===== src/rtl/cp0_pkg.sv =====
`default_nettype none
// ============================================================================
// Module   : cp0_pkg
// Purpose  : Shared CP0 definitions: register indices, bit positions, EXE
//            cp_oper codes (also used by the pipeline controller), FSM state
//            type and the per-register MTC0 write mask.
// Revision : 1.0 - initial release
// ============================================================================
package cp0_pkg;

    // CP0 register indices (rd field of MFC0/MTC0)
    localparam logic [4:0] CP0_REG_STATUS = 5'd12;
    localparam logic [4:0] CP0_REG_CAUSE  = 5'd13;
    localparam logic [4:0] CP0_REG_EPC    = 5'd14;
    localparam logic [4:0] CP0_REG_EBASE  = 5'd15;

    // Bit positions inside STATUS and CAUSE
    localparam int STATUS_IE = 0;
    localparam int CAUSE_IP  = 10;

    // cp_oper codes produced by the decoder for the EXE stage
    localparam logic [1:0] EXE_CP_NONE  = 2'd0;
    localparam logic [1:0] EXE_CP_STORE = 2'd1;
    localparam logic [1:0] EXE_CP0_ERET = 2'd2;

    typedef enum logic [1:0] {
        CP0_IDLE    = 2'd0,
        CP0_PEND    = 2'd1,
        CP0_HANDLER = 2'd2
    } cp0_state_t;

    // Bits of each register that MTC0 may change. CAUSE is read-only and
    // unimplemented indices accept nothing, so both return an empty mask.
    function automatic logic [31:0] cp0_wmask(input logic [4:0] idx);
        logic [31:0] m;
        m = 32'h0000_0000;
        case (idx)
            CP0_REG_STATUS: m[STATUS_IE] = 1'b1;
            CP0_REG_EPC:    m = 32'hFFFF_FFFF;
            CP0_REG_EBASE:  m = 32'hFFFF_FFFC;
            default:        m = 32'h0000_0000;
        endcase
        return m;
    endfunction

endpackage
`default_nettype wire


===== src/rtl/cp0_irq_sync.sv =====
`default_nettype none
// ============================================================================
// Module   : cp0_irq_sync
// Purpose  : Synchronises the asynchronous interrupt request and produces a
//            one-cycle pulse on each rising edge of the synchronised level.
// Ports    : clk, rst (async active-low), ir_in (async level),
//            irq_edge (one-cycle pulse, combinational from flops).
// Revision : 1.0 - initial release
// ============================================================================
module cp0_irq_sync #(
    parameter int SYNC_STAGES = 2
) (
    input  logic clk,
    input  logic rst,
    input  logic ir_in,
    output logic irq_edge
);

    // Bits [SYNC_STAGES-1:0] form the synchroniser chain; the extra top bit
    // holds the previous synchronised level for the edge detector.
    logic [SYNC_STAGES:0] sync_q;

    always_ff @(posedge clk or negedge rst) begin
        if (!rst) begin
            sync_q <= '0;
        end else begin
            sync_q <= {sync_q[SYNC_STAGES-1:0], ir_in};
        end
    end

    assign irq_edge = sync_q[SYNC_STAGES-1] & ~sync_q[SYNC_STAGES];

endmodule
`default_nettype wire


===== src/rtl/cp0_unit.sv =====
`default_nettype none
// ============================================================================
// Module   : cp0_unit
// Purpose  : Coprocessor-0 and interrupt/exception unit beside the EXE stage.
//            Holds STATUS/CAUSE/EPC/EBASE, serves MFC0 reads, performs MTC0
//            writes, decides when a pending interrupt may be taken and issues
//            the registered one-cycle PC redirect for interrupt entry / ERET.
// Ports    : clk, rst (async active-low), en (EXE enable),
//            oper (cp_oper), addr_r/data_r (MFC0), addr_w/data_w (MTC0),
//            ret_addr (EXE PC), exe_valid, is_branch_exe, is_branch_mem,
//            ir_in (async interrupt), jump_en/jump_addr (redirect),
//            in_handler (inside interrupt handler).
// Revision : 1.0 - initial release
// ============================================================================
module cp0_unit
    import cp0_pkg::*;
#(
    parameter logic [31:0] EBASE_RST   = 32'h0000_0004,
    parameter int          SYNC_STAGES = 2
) (
    input  logic        clk,
    input  logic        rst,
    input  logic        en,
    input  logic [1:0]  oper,
    input  logic [4:0]  addr_r,
    output logic [31:0] data_r,
    input  logic [4:0]  addr_w,
    input  logic [31:0] data_w,
    input  logic [31:0] ret_addr,
    input  logic        exe_valid,
    input  logic        is_branch_exe,
    input  logic        is_branch_mem,
    input  logic        ir_in,
    output logic        jump_en,
    output logic [31:0] jump_addr,
    output logic        in_handler
);

    cp0_state_t  state;
    cp0_state_t  state_nxt;

    logic        status_ie;
    logic        cause_ip;
    logic [31:0] epc;
    logic [31:0] ebase;

    logic        irq_edge;
    logic        do_store;
    logic        do_eret;
    logic        do_take;

    logic [31:0] reg_val;
    logic [31:0] wr_mask;

    cp0_irq_sync #(
        .SYNC_STAGES (SYNC_STAGES)
    ) u_irq_sync (
        .clk      (clk),
        .rst      (rst),
        .ir_in    (ir_in),
        .irq_edge (irq_edge)
    );

    // ------------------------------------------------------------------
    // Qualifiers. An interrupt is only taken on a real, non-branch EXE
    // instruction with no CP0 operation, so EPC is always a clean restart
    // point and no delay-slot or MTC0 side effect is lost.
    // ------------------------------------------------------------------
    always_comb begin
        do_store = en && (oper == EXE_CP_STORE);
        do_eret  = en && (oper == EXE_CP0_ERET);
        do_take  = en && (state == CP0_PEND) && status_ie && exe_valid &&
                   !is_branch_exe && !is_branch_mem && (oper == EXE_CP_NONE);
    end

    // ------------------------------------------------------------------
    // FSM
    // ------------------------------------------------------------------
    always_ff @(posedge clk or negedge rst) begin
        if (!rst) begin
            state <= CP0_IDLE;
        end else begin
            state <= state_nxt;
        end
    end

    always_comb begin
        state_nxt = state;
        if (en) begin
            case (state)
                CP0_IDLE: begin
                    if (cause_ip) begin
                        state_nxt = CP0_PEND;
                    end
                end
                CP0_PEND: begin
                    if (do_take) begin
                        state_nxt = CP0_HANDLER;
                    end
                end
                CP0_HANDLER: begin
                    // An interrupt that arrived inside the handler is
                    // already pending, so return straight to PEND.
                    if (do_eret) begin
                        state_nxt = cause_ip ? CP0_PEND : CP0_IDLE;
                    end
                end
                default: state_nxt = CP0_IDLE;
            endcase
        end
    end

    assign in_handler = (state == CP0_HANDLER);

    // ------------------------------------------------------------------
    // CP0 registers
    // ------------------------------------------------------------------
    always_ff @(posedge clk or negedge rst) begin
        if (!rst) begin
            status_ie <= 1'b0;
            cause_ip  <= 1'b0;
            epc       <= 32'h0000_0000;
            ebase     <= EBASE_RST;
        end else if (en) begin
            if (do_store) begin
                case (addr_w)
                    CP0_REG_STATUS: status_ie <= data_w[STATUS_IE];
                    CP0_REG_EPC:    epc       <= data_w;
                    CP0_REG_EBASE:  ebase     <= data_w & cp0_wmask(CP0_REG_EBASE);
                    default:        ;
                endcase
            end
            // Entry clears IP; an edge arriving while IP is set is dropped
            // because there is only one pending slot.
            if (do_take) begin
                epc       <= ret_addr;
                status_ie <= 1'b0;
                cause_ip  <= 1'b0;
            end else if (irq_edge) begin
                cause_ip  <= 1'b1;
            end
            if (do_eret) begin
                status_ie <= 1'b1;
            end
        end
    end

    // ------------------------------------------------------------------
    // Redirect. Take and ERET are mutually exclusive (take needs NONE).
    // jump_en is recomputed every cycle so it can never stretch.
    // ------------------------------------------------------------------
    always_ff @(posedge clk or negedge rst) begin
        if (!rst) begin
            jump_en   <= 1'b0;
            jump_addr <= 32'h0000_0000;
        end else begin
            jump_en <= do_take || do_eret;
            if (do_take) begin
                jump_addr <= ebase;
            end else if (do_eret) begin
                jump_addr <= epc;
            end
        end
    end

    // ------------------------------------------------------------------
    // MFC0 read path with write-through bypass. Only bits that the MTC0
    // would actually change are replaced, so a same-cycle write to CAUSE
    // or an unimplemented index does not alter the read value.
    // ------------------------------------------------------------------
    always_comb begin
        reg_val = 32'h0000_0000;
        case (addr_r)
            CP0_REG_STATUS: reg_val[STATUS_IE] = status_ie;
            CP0_REG_CAUSE:  reg_val[CAUSE_IP]  = cause_ip;
            CP0_REG_EPC:    reg_val            = epc;
            CP0_REG_EBASE:  reg_val            = ebase;
            default:        reg_val            = 32'h0000_0000;
        endcase

        wr_mask = cp0_wmask(addr_r);
        data_r  = reg_val;
        if (do_store && (addr_w == addr_r)) begin
            data_r = (reg_val & ~wr_mask) | (data_w & wr_mask);
        end
    end

endmodule
`default_nettype wire

===== config.mk =====
export PLATFORM = sky130hd
export DESIGN_NAME = cp0_unit
export DESIGN_NICKNAME = d
export VERILOG_FILES = /design/src/rtl/cp0_pkg.sv /design/src/rtl/cp0_irq_sync.sv /design/src/rtl/cp0_unit.sv
export SDC_FILE = /design/constraint.sdc
export NUM_CORES = 1
export LEC_CHECK = 0
export BUFFER_PORTS_ARGS = -buffer_cell sky130_fd_sc_hd__buf_2
export CORE_MARGIN = 3
export CORE_UTILIZATION = 40
export CTS_CLUSTER_SIZE = 16
export DETAILED_ROUTE_END_ITERATION = 10
export SYNTH_ARGS = -nofsm -noshare
export SYNTH_HDL_FRONTEND = slang
export SYNTH_SLANG_ARGS = --single-unit

===== constraint.sdc =====
create_clock -name clk -period 2.26 [get_ports clk]
set_input_delay 0.226 -clock clk [delete_from_list [all_inputs] [get_ports clk]]
set_output_delay 0.226 -clock clk [all_outputs]
set_load 0.03 [all_outputs]

-- Word-level counts from Yosys, hierarchy flattened
Cells that the tools add are included.
- logic and storage cells: 78
- output and inout port bits: 66
- bits in registers: 102
- reductions and logical operators: 26
- bitwise operators: 6
- equal/unequal tests: 15
- mux-type cells: 23
- operator list (kind ; count):
    2-to-1 mux 32 bit ; 6
    bitwise AND 32 bit ; 2
    one-hot mux 31 bit (2 select lines) ; 1
    one-hot mux 21 bit (2 select lines) ; 1
    equality test 5 x 4 -> 1 bit, second input constant ; 7
    inverter 32 bit ; 1
    OR 32 bit ; 1
    one-hot mux 9 bit (2 select lines) ; 1
    logical AND 1 bit ; 9
    AND reduction 3 bit ; 3
    2-to-1 mux 1 bit ; 8
    nonzero test 2 bit ; 4
    2-to-1 mux 2 bit ; 3
    one-hot mux 2 bit (3 select lines) ; 1
    nonzero test 3 bit ; 2
    equality test 5 bit ; 1
    equality test 2 x 1 -> 1 bit, second input constant ; 2
    equality test 2 bit, second input constant ; 2
    logical NOT 2 bit ; 2
    inequality test 2 bit, second input constant ; 2
    AND reduction 4 bit ; 1
    one-hot mux 1 bit (3 select lines) ; 1
    logical NOT 1 bit ; 2
    inequality test 2 x 1 -> 1 bit, second input constant ; 1
    6 further kinds ; 6

-- Logic depth before layout (Yosys ltp)
Gate-level depths: netlist of run 1.
- depth in word-level cells: 9
- mapped depth: 7

-- Cells and area by module
A second synthesis of run 1 with hierarchy kept.
- cell total of the unflattened synthesis: 475
- area, all modules: 5338.9 µm²
- by module, submodules not included (module ; times used ; cells each ; area each (µm²) ; seq. area each (µm²)):
    cp0_unit ; 1 ; 471 ; 5250.0 ; 2478.6
    cp0_irq_sync ; 1 ; 4 ; 88.8 ; 75.1

-- Least setup slack after synthesis of run 1
No wires, ideal clock.
- path kind: in2out
- from: in addr_r[0]
- to: out data_r[21]
- arrival time: 1.802 ns
- setup slack: 0.232 ns
- data required time: 2.034 ns
- cell stages on the path: 7
- cells stage by stage: buf_6 > xnor2_2 > and4_1 > nand2_1 > buf_6 > buf_6 > a211oi_1
- word-level cells in the longest chain between the ends: 6
- elaborated cells between the ends (all ways): 11
- RTL lines (item ; line ; text):
    start, declared ; cp0_unit.sv:25 ; input logic [4:0] addr_r,
    equality test 5 x 4 -> 1 bit, on equally long branches ; - ;
    one-hot mux 31 bit (2 select lines) ; cp0_pkg.sv:37 ; case (idx)
    inverter 32 bit ; cp0_unit.sv:184 ; data_r = (reg_val & ~wr_mask) | (data_w & wr_mask);
    bitwise AND 32 bit ; cp0_unit.sv:184 ;
    OR 32 bit ; cp0_unit.sv:184 ;
    2-to-1 mux 32 bit (*) ; cp0_unit.sv:183 ; if (do_store && (addr_w == addr_r)) begin
    end, declared ; cp0_unit.sv:26 ; output logic [31:0] data_r,
Every way passes the cells marked *; elsewhere a longest branch is shown, timed or not.

-- Worst setup path in the final report of run 1
- from: reg status_ie
- to: reg jump_addr[16]
- word-level cells in the longest chain between the ends: 6
- elaborated cells between the ends (all ways): 7
- RTL lines (item ; line ; text):
    start, declared ; cp0_unit.sv:42 ; logic status_ie;
    start signal, assigned ; cp0_unit.sv:127 ; CP0_REG_STATUS: status_ie <= data_w[STATUS_IE];
    logical AND 1 bit (*) (3 in a row) ; cp0_unit.sv:72 ; do_take = en && (state == CP0_PEND) && status_ie && exe_valid &&
    logical AND 1 bit (*) (2 in a row) ; cp0_unit.sv:73 ; !is_branch_exe && !is_branch_mem && (oper == EXE_CP_NONE);
    2-to-1 mux 32 bit / nonzero test 2 bit (equally long branches) ; - ;
    end signal, assigned ; cp0_unit.sv:159 ; jump_addr <= ebase;
    end signal, assigned ; cp0_unit.sv:161 ; jump_addr <= epc;
    end, declared ; cp0_unit.sv:35 ; output logic [31:0] jump_addr,
Marked as above.
A chain may end at the register's enable or synchronous reset.

==> results.json, run 1 <==
{
  "min_delay_path_depth": 3,
  "grt_pass1_vias": 4367,
  "area_growth_pct": 23.54,
  "status": "complete, no violations",
  "num_rows": 41,
  "post_synth.cell_area_avg_um2": 11.10,
  "post-route-min-period_ns": 2.064,
  "die_w_um": 120.8,
  "layout_commonest_cell": "buf_2",
  "hold_violations": 0,
  "hpwl_um": 9817,
  "layout_common_cells": "buf_2 (147), dfrtp_1 (101), mux2i_1 (63), nand2_1 (41), o21ai_0 (36)",
  "powerDensity_mw_per_mm2": 780.9,
  "clock-skew-final_ns": 0.003664,
  "worstHoldPathType": "input port to register",
  "worstSkewPairLatency_ns": 0.35,
  "grt_max_degree": 101,
  "fin_setup_tns_ns": 0,
  "start_util_pct": 41.28,
  "min_period_over_period_pct": 91.31,
  "r2r-start": "status_ie$_DFFE_PN0P_",
  "p_sw_share_pct": 30.74,
  "numCtsBuffers": 9,
  "maxCapViolations": 0,
  "leakage_uw": 0.003530,
  "dr_total_vias": 4285,
  "htreeDepth": 3,
  "clockBufferDepth": 2,
  "totalWireLength_um": 14840,
  "finalSetupViolations": 0,
  "min_from": "ret_addr[3]",
  "path_clk_slew_ns": 0.07,
  "internal-power_uw": 3523,
  "ys_seq_elements": 102,
  "crit_required_ns": 2.55,
  "clkPwrFrac_pct": 30.9,
  "grt_overflow": 0,
  "cp_max_fo": 19,
  "ff2ff_path_depth": 5,
  "criticalPathCategory": "register to register",
  "track_usage_pct": 20.67,
  "fmax_mhz": 484.6,
  "first_iter_violations": 187,
  "drc": 0,
  "final_antenna_net_count": 0,
  "wl_per_cell_um": 18.76,
  "core-area_mm2": 0.01277,
  "grt_pass1_wl_um": 23360,
  "yosysSeqAreaShare_pct": 48.43,
  "firstDrtPassIters": 4,
  "relSlewSlack_pct": 32.73,
  "power_switching_uw": 1563,
  "synth_nets": 558,
  "synthesis.area_mm2": 0.005273,
  "drive_gt1_share_pct": 35.44,
  "startpoint_type": "register",
  "pre_cts_slack_ns": 0.1101,
  "fin_ws_ns": 0.1963,
  "ys_warn_count": 0,
  "p_comb_share_pct": 22.4,
  "cts.sinks": 102,
  "peakVddDrop_mv": 0.3856,
  "die_y_um": 120.8,
  "finalWeightedCongestion": 0.7987,
  "final_max_slew_viol_count": 0,
  "place.port_buffers": 148,
  "via_per_inst": 5.417,
  "synth-edff-count": 0,
  "synthArstFlopShare_pct": 100.0,
  "synth_flop_cell": "dfrtp_1",
  "cts_tree": "yes",
  "cts_root_buffer": "clkbuf_16",
  "design.portCount": 149,
  "rsz0062_at_grt": "no",
  "startpoint": "status_ie$_DFFE_PN0P_",
  "critPathCaptureType": "register",
  "fin_nets": 696,
  "antenna_found_initial": 2,
  "arrival_ns": 2.35,
  "worst_slew_pin_slew_ns": 1.008,
  "pwr-share-seq_pct": 46.7,
  "synth_cells": 475,
  "yosysUniqueCellTypes": 41,
  "die_area_mm2": 0.01460
}
## path summary, 6_finish.rpt
check | to | slack [ns]
setup / recovery | jump_addr[16]$_DFFE_PN0P_ | 0.20
hold / removal | epc[3]$_DFFE_PN0P_ | 0.08
setup reg to reg | jump_addr[16]$_DFFE_PN0P_ | 0.20
hold reg to reg | u_irq_sync.sync_q[1]$_DFF_PN0_ | 0.36
max in group asynchronous | jump_addr[13]$_DFFE_PN0P_ | 1.09
min in group asynchronous | jump_addr[8]$_DFFE_PN0P_ | 0.44
## power by group through the flow
stage | sequential (µW) | combinational (µW) | clock [µW]
floorplan | 2640 | 461 | 0
global placement | 2390 | 1130 | 0
detailed placement | 2410 | 1150 | 0
CTS | 2380 | 1150 | 1610
global route | 2420 | 1240 | 1690
finish | 2380 | 1140 | 1570
## metrics by stage
stage                     utilization [%]  cell area (µm²)  hold WS, ns  power [µW]  std cells
final                               50.99             6514      0.08094        5086        791
after global routing                50.99             6514      0.08377        5352        791
after CTS                           50.95             6507      0.06760        5137        790
after detailed placement            48.43             6186       0.2748        3555        772
after global placement              48.43             6186       0.2715        3524        772
after floorplan                         -             5273     -0.06959        3105        475
## kinds of logic (layout without fill, tap and decap cells)
kind of cell    after synthesis  count (layout)  synth area share [%]
other cells                   0               1                     0
compound gates              132             132                 17.77
xor+xnor                      5               5                0.9730
mux                          94              94                 18.58
buf+inv                      43             186                 4.627
simple gates                 99              99                 9.611
flops                       102             102                 48.43
## layout make-up
cell class / instances / area (µm²)
multi-input combinational: 330 / 2485
inverter: 3 / 11.26
fill: 1214 / 6260
tap: 172 / 215.2
clock buffer: 12 / 256.5
antenna: 1 / 2.502
clock inverter: 4 / 45.04
sequential: 102 / 2554
timing repair buffer: 167 / 944.7
## routing by layer
layer  wire (µm)  GRT usage [%]
met1        6679          28.34
met4         238          6.870
met3         931          4.163
met5          11              0
met2        6981          32.87
## state kept, by name (all words and copies together) (netlist names)
name and cells:
epc 32, jump_addr 32, ebase 30, u_irq_sync.sync_q 3, state 2, cause_ip 1
jump_en 1, status_ie 1
## critical path, stage by stage (launching register included)
cell	delay (ns)
dfrtp_1	0.40
and3b_1	0.17
and3_4	0.18
nor2_2	0.76
buf_4	0.36
a21o_1	0.14
## cell usage after synthesis, types with 2 or more instances
cell	instances	share of area, %
xnor2_1	4	0.66
dfrtp_1	101	48
nand2_1	41	2.9
mux2_2	31	6.6
buf_6	5	1.1
mux2i_1	63	12
buf_2	18	1.7
nor2b_1	4	0.47
inv_1	3	0.21
clkbuf_1	11	0.78
nand3b_1	3	0.43
a21o_1	30	4.3
nand3_1	3	0.28
a22o_1	29	4.8
nor3_1	31	2.9
a211oi_1	30	4.3
nor2_2	2	0.24
o21ai_0	36	3.4
and3b_1	2	0.33
buf_4	6	0.85
a21oi_1	2	0.19
## timing repair
action | CTS | global route
buffers inserted | 0 | 0
endpoints found under the hold margin | 44 | 0
resized for setup | 0 | 1
hold buffers | 2 | 0
setup endpoints to repair | 0 | 64
(Power assumes the default switching activity.)
==> run 2, diff against run 1 <==
--- a/config.mk
+++ b/config.mk
@@ -7,7 +7,9 @@
 export LEC_CHECK = 0
+export ABC_AREA = 1
 export BUFFER_PORTS_ARGS = -buffer_cell sky130_fd_sc_hd__buf_2
 export CORE_MARGIN = 3
-export CORE_UTILIZATION = 40
+export CORE_UTILIZATION = 58
 export CTS_CLUSTER_SIZE = 16
 export DETAILED_ROUTE_END_ITERATION = 10
+export PLACE_DENSITY = 0.86
 export SYNTH_ARGS = -nofsm -noshare
--- a/constraint.sdc
+++ b/constraint.sdc
@@ -3,2 +3,2 @@
 set_output_delay 0.226 -clock clk [all_outputs]
-set_load 0.03 [all_outputs]
+set_load 0.05 [all_outputs]
==> results.json, run 2 <==
{
  "status": "complete, no violations",
  "synth_area_leaders": "dfrtp_1 (43%), nand2_1 (26%), nand3_1 (12%)",
  "finalWeightedCongestion": 0.8701,
  "start_util_pct": 59.77,
  "crit_top_cell": "nand2_1",
  "clock-skew-final_ns": 0.01424,
  "min_delay_path_depth": 3,
  "synthArstFlopShare_pct": 100.0,
  "crit_required_ns": 2.03,
  "final_core_util_pct": 71.28,
  "track_usage_pct": 31.37,
  "r2r_slack_ns": 0.46,
  "first_iter_violations": 490,
  "dr_total_vias": 6309,
  "grt_max_degree": 51,
  "r2r-start": "state[1]$_DFFE_PN0P_",
  "post-route-min-period_ns": 1.897,
  "maxCapViolations": 0,
  "fin_setup_tns_ns": 0,
  "yosysMostFrequentCell": "nand2_1",
  "synth-edff-count": 0,
  "finalSetupViolations": 0,
  "synth_top_cell_by_area": "dfrtp_1",
  "firstDrtPassIters": 6,
  "fin_nets": 1080,
  "holdWs_ns": 0.1220,
  "layout_commonest_cell": "nand2_1",
  "arrival_ns": 1.67,
  "cts.sinks": 102,
  "critPathCaptureType": "output pin",
  "cp_max_fo": 26,
  "path_clk_slew_ns": 0.11,
  "worstPathBufferInverterCount": 5,
  "antenna_found_initial": 0,
  "die_area_mm2": 0.01136,
  "ys_warn_count": 0,
  "num_rows": 36,
  "synth_flop_cell": "dfrtp_1",
  "post_synth.cell_area_avg_um2": 6.746,
  "worstSkewPairLatency_ns": 0.36,
  "nFillCells": 857,
  "powerDensity_mw_per_mm2": 648.6,
  "drive_gt1_share_pct": 20.26,
  "layout_common_cells": "nand2_1 (400), buf_2 (147), nand3_1 (134), dfrtp_1 (101), inv_1 (45)",
  "slowest_delay_ns": 0.26,
  "p_total_uw": 4540,
  "die_y_um": 106.6,
  "cts_resized": 0,
  "core-area_mm2": 0.009819,
  "cp.depth": 12,
  "ys_seq_elements": 102,
  "die_w_um": 106.6,
  "antennaDiodeCount": 0,
  "grt_pass1_wl_um": 28550,
  "design.portCount": 149,
  "cts_root_buffer": "clkbuf_8",
  "synth_cells": 870,
  "synth_nets": 953,
  "synth.top_cell.area_share_pct": 43.06,
  "numCtsBuffers": 9,
  "startpoint": "addr_r[4]",
  "rsz0062_at_grt": "no",
  "wl_per_cell_um": 15.47,
  "clockBufferDepth": 2,
  "totalWireLength_um": 17560,
  "criticalPathCategory": "input port to output pin",
  "via_per_inst": 5.559,
  "rr_endpoint": "epc[24]$_DFFE_PN0P_",
  "final_max_slew_viol_count": 0,
  "place.port_buffers": 148,
  "hold_violations": 0,
  "final_antenna_net_count": 0,
  "fmax_mhz": 527.1,
  "min_period_over_period_pct": 83.95,
  "ff2ff_path_depth": 9,
  "cp-endpoint": "data_r[17]",
  "relSlewSlack_pct": 66.29,
  "grt_overflow": 0,
  "hpwl_um": 11600,
  "area_growth_pct": 19.25,
  "startpoint_type": "input port",
  "yosysUniqueCellTypes": 25,
  "worst_slew_pin_slew_ns": 0.5057,
  "largestRegisters": "epc x32, jump_addr x32, ebase x30",
  "peakVddDrop_mv": 0.3643,
  "grt_pass1_vias": 5835,
  "cts_tree": "yes",
  "timing.critical_path.max_delay_family": "buffers and inverters",
  "synth_common_cells": "nand2_1 (400), nand3_1 (136), dfrtp_1 (101)",
  "crit_chain": "buf_2 -> inv_2 -> nand2_1 -> nor2_4 -> inv_2 -> nor2_2 -> buf_12 -> nand2_1 -> nand2_1 -> nand2_1 -> nand2_1 -> buf_2",
  "critical_path.slowest_cell": "buf_2",
  "drc": 0,
  "htreeDepth": 3,
  "synthesis.area_mm2": 0.005869,
  "worstHoldPathType": "input port to register",
  "leakage_uw": 0.004133,
  "yosysSeqAreaShare_pct": 43.51
}
## run 2: changes by cell type after synthesis, moves of 31 or more
cell / delta
nand4_1: +33
nor2_1: +37
mux2i_1: -63
nand2_1: +359
nand3_1: +133
inv_1: +42
mux2_2: -31
## run 2: worst min path at each step
| stage | slack (ns) | to | startpoint |
|---|---|---|---|
| after CTS | 0.11 | ebase[21]$_DFFE_PN0P_ | data_w[21] |
| after floorplan | -0.07 | cause_ip$_DFFE_PN0P_ | rst |
| after global placement | 0.21 | state[0]$_DFFE_PN0P_ | rst |
| after global routing | 0.13 | ebase[7]$_DFFE_PN0P_ | data_w[7] |
| after detailed placement | 0.21 | state[0]$_DFFE_PN0P_ | rst |
| final | 0.12 | ebase[21]$_DFFE_PN0P_ | data_w[21] |
## run 2: where the power goes
part           switching [µW]  internal [µW]
registers                 179           2060
logic                     773            314
clock network             655            556
## run 2: what timing repair did
| item | 4_1_cts | 5_1_grt |
|---|---|---|
| buffers inserted | 0 | 0 |
| hold buffers | 2 | 0 |
| endpoints found under the hold margin | 33 | 0 |
## run 2: cell type report
| cell class | instances | area (µm²) | area share [%] |
|---|---|---|---|
| timing repair buffer | 176 | 1008 | 14.41 |
| clock buffer | 11 | 141.4 | 2.020 |
| multi-input combinational | 659 | 2882 | 41.17 |
| inverter | 49 | 183.9 | 2.628 |
| clock inverter | 5 | 63.81 | 0.9117 |
| sequential | 102 | 2554 | 36.49 |
| tap | 133 | 166.4 | 2.378 |
## run 2: layer usage
metal  routed length [µm]  GRT usage (%)  vias to the layer above
li1                     -              -                     3029
met1                 7340          42.29                     2958
met2                 8597          52.43                      291
met3                 1319          4.937                       31
met4                  304          9.589                        0
met5                    0              0                        -
## run 2: logic make-up (layout without fill, tap and decap cells)
group	after synthesis	after routing	synth area share (%)
flops	102	102	43.51
xor+xnor	4	4	0.5970
simple gates	618	618	44.47
buf+inv	109	241	8.228
compound gates	37	37	3.198
## run 2: worst min-delay path, delay by kind of cell
family	cells	cell delay, ns
buffers and inverters	2	0.16
AOI/OAI and AO/OA	1	0.07
## run 2: metrics by stage
stage               std cells  area (µm²)  setup slack (ns)
floorplan                 870        5869            0.6403
CTS                      1135        6999            0.3718
detailed placement       1117        6774            0.3928
global route             1135        6999            0.2538
finish                   1135        6999            0.3627
global placement         1117        6774            0.4224
==> run 3, diff against run 2 <==
Settings changed: CORE_UTILIZATION 58 to 49, PLACE_DENSITY 0.86 to 0.78.
Clock period 2.26 ns to 1.6 ns, I/O delays scaled along.
==> results.json, run 3 (same netlist as run 2, synthesis figures left out) <==
{
  "stdcell_count": 1173,
  "hold_violations": 0,
  "die_area_mm2": 0.01333,
  "final_antenna_net_count": 0,
  "cts.sinks": 102,
  "post-route-min-period_ns": 1.620,
  "hpwl_um": 12720,
  "worstHoldPathType": "input port to register",
  "dpl-instance-area_mm2": 0.007014,
  "fmax_mhz": 617.1,
  "rsz0062_at_grt": "yes",
  "drc": 0,
  "arrival_ns": 1.46,
  "path_clk_slew_ns": 0.07,
  "grt_pass1_vias": 5903,
  "peakVddDrop_mv": 0.5909,
  "leakage_uw": 0.004450,
  "clock-skew-final_ns": 0.004897,
  "num_rows": 39,
  "place.port_buffers": 148,
  "startpoint_type": "input port",
  "layout_commonest_cell": "nand2_1",
  "firstDrtPassIters": 5,
  "die_y_um": 115.4,
  "cp_max_fo": 11,
  "nFillCells": 995,
  "violations": "setup timing",
  "use_met1_pct": 39.28,
  "busiest_layer": "met2",
  "die_w_um": 115.4,
  "clockBufferDepth": 2,
  "critPathCaptureType": "output pin",
  "grt_overflow": 0,
  "relSlewSlack_pct": 76.75,
  "fin_ws_ns": -0.02049,
  "htreeDepth": 3,
  "start_util_pct": 50.75,
  "worst_slew_pin_slew_ns": 0.3461,
  "maxCapViolations": 0,
  "layout_common_cells": "nand2_1 (391), nand3_1 (132), buf_2 (115), dfrtp_1 (101), inv_1 (42)",
  "postLayoutCellArea_mm2": 0.007767,
  "wl_per_cell_um": 16.85,
  "fin_nets": 1109,
  "p_total_uw": 7014,
  "first_iter_violations": 637,
  "totalWireLength_um": 19760,
  "holdWs_ns": 0.07923,
  "design.portCount": 149,
  "finalWeightedCongestion": 0.8463,
  "cts_root_buffer": "clkbuf_16",
  "met3_usage_pct": 4.230,
  "finalSetupViolations": 3,
  "grt_util_met2_pct": 45.18,
  "track_usage_pct": 28.37,
  "via_per_inst": 5.551,
  "drive_gt1_share_pct": 24.17,
  "dp.cells": 1146,
  "antenna_found_initial": 0,
  "dr_total_vias": 6511,
  "fin_setup_tns_ns": -0.02496,
  "antennaDiodeCount": 0,
  "grt_max_degree": 43,
  "criticalPathCategory": "input port to output pin",
  "status": "finished, violations left",
  "grt_pass1_wl_um": 29700,
  "largestRegisters": "epc x32, jump_addr x32, ebase x30",
  "powerDensity_mw_per_mm2": 903.0,
  "area_growth_pct": 32.34,
  "worstSkewPairLatency_ns": 0.34,
  "numCtsBuffers": 9,
  "cts_tree": "yes",
  "final_max_slew_viol_count": 0,
  "core-area_mm2": 0.01156,
  "crit_required_ns": 1.44,
  "min_period_over_period_pct": 101.3
}
run 3: timing repair:
item	4_1_cts	5_1_grt
endpoints found under the setup margin	24	60
hold buffers	2	0
gates resized for setup	14	92
hold endpoints to repair	21	0
pin swaps	0	4
gates cloned	0	6
setup buffers	0	4
run 3: metrics by stage:
| stage | utilization (%) | setup WS, ns |
|---|---|---|
| floorplan | - | 0.03938 |
| global placement | 60.65 | -0.06416 |
| detailed placement | 60.65 | -0.05584 |
| CTS | 63.65 | 0.001613 |
| global route | 67.16 | -0.07273 |
| finish | 67.16 | -0.02049 |
run 3: metal layers:
| layer | wire length (µm) | share of wire [%] |
|---|---|---|
| met1 | 8215 | 42 |
| met2 | 9279 | 47 |
| met3 | 1660 | 8.4 |
| met4 | 607 | 3.1 |
| met5 | 0 | 0 |
run 3: path summary, 6_finish.rpt:
path                                           startpoint                              to  slack [ns]  cells past startpoint
setup / recovery                                addr_r[3]                       data_r[1]       -0.02                      9
hold / removal                                  data_w[5]            ebase[5]$_DFFE_PN0P_        0.08                      3
setup reg to reg                    status_ie$_DFFE_PN0P_        jump_addr[2]$_DFFE_PN0P_        0.04                      7
hold reg to reg            u_irq_sync.sync_q[0]$_DFF_PN0_  u_irq_sync.sync_q[1]$_DFF_PN0_        0.35                      0
max in group asynchronous                             rst           ebase[12]$_DFFE_PN0P_        0.73                      3
min in group asynchronous                             rst            state[0]$_DFFE_PN0P_        0.27                      2
run 3: report_power, final:
group	leakage [µW]	switching (µW)	total, µW	internal [µW]
combinational	0.00293	1140	1660	522
clock	0.000141	932	2170	1240
sequential	0.00138	261	3180	2920
run 3: final cells by class:
class                   instances  area [µm²]  area share (%)
well taps                     143       178.9           2.303
clock inverters                 4       47.55          0.6121
multi-input cells             660        2962           38.13
flip-flops and latches        102        2554           32.88
clock buffers                  11       242.7           3.125
repair buffers                204        1599           20.59
inverters                      49       183.9           2.368
run 3: critical path: stages:
cell and delay (ns):
buf_2 0.13, xnor2_2 0.23, nand2_2 0.10, nor2_4 0.22, nand2_4 0.11, clkbuf_16 0.19, nand2_1 0.06, nand2_1 0.08
buf_6 0.16
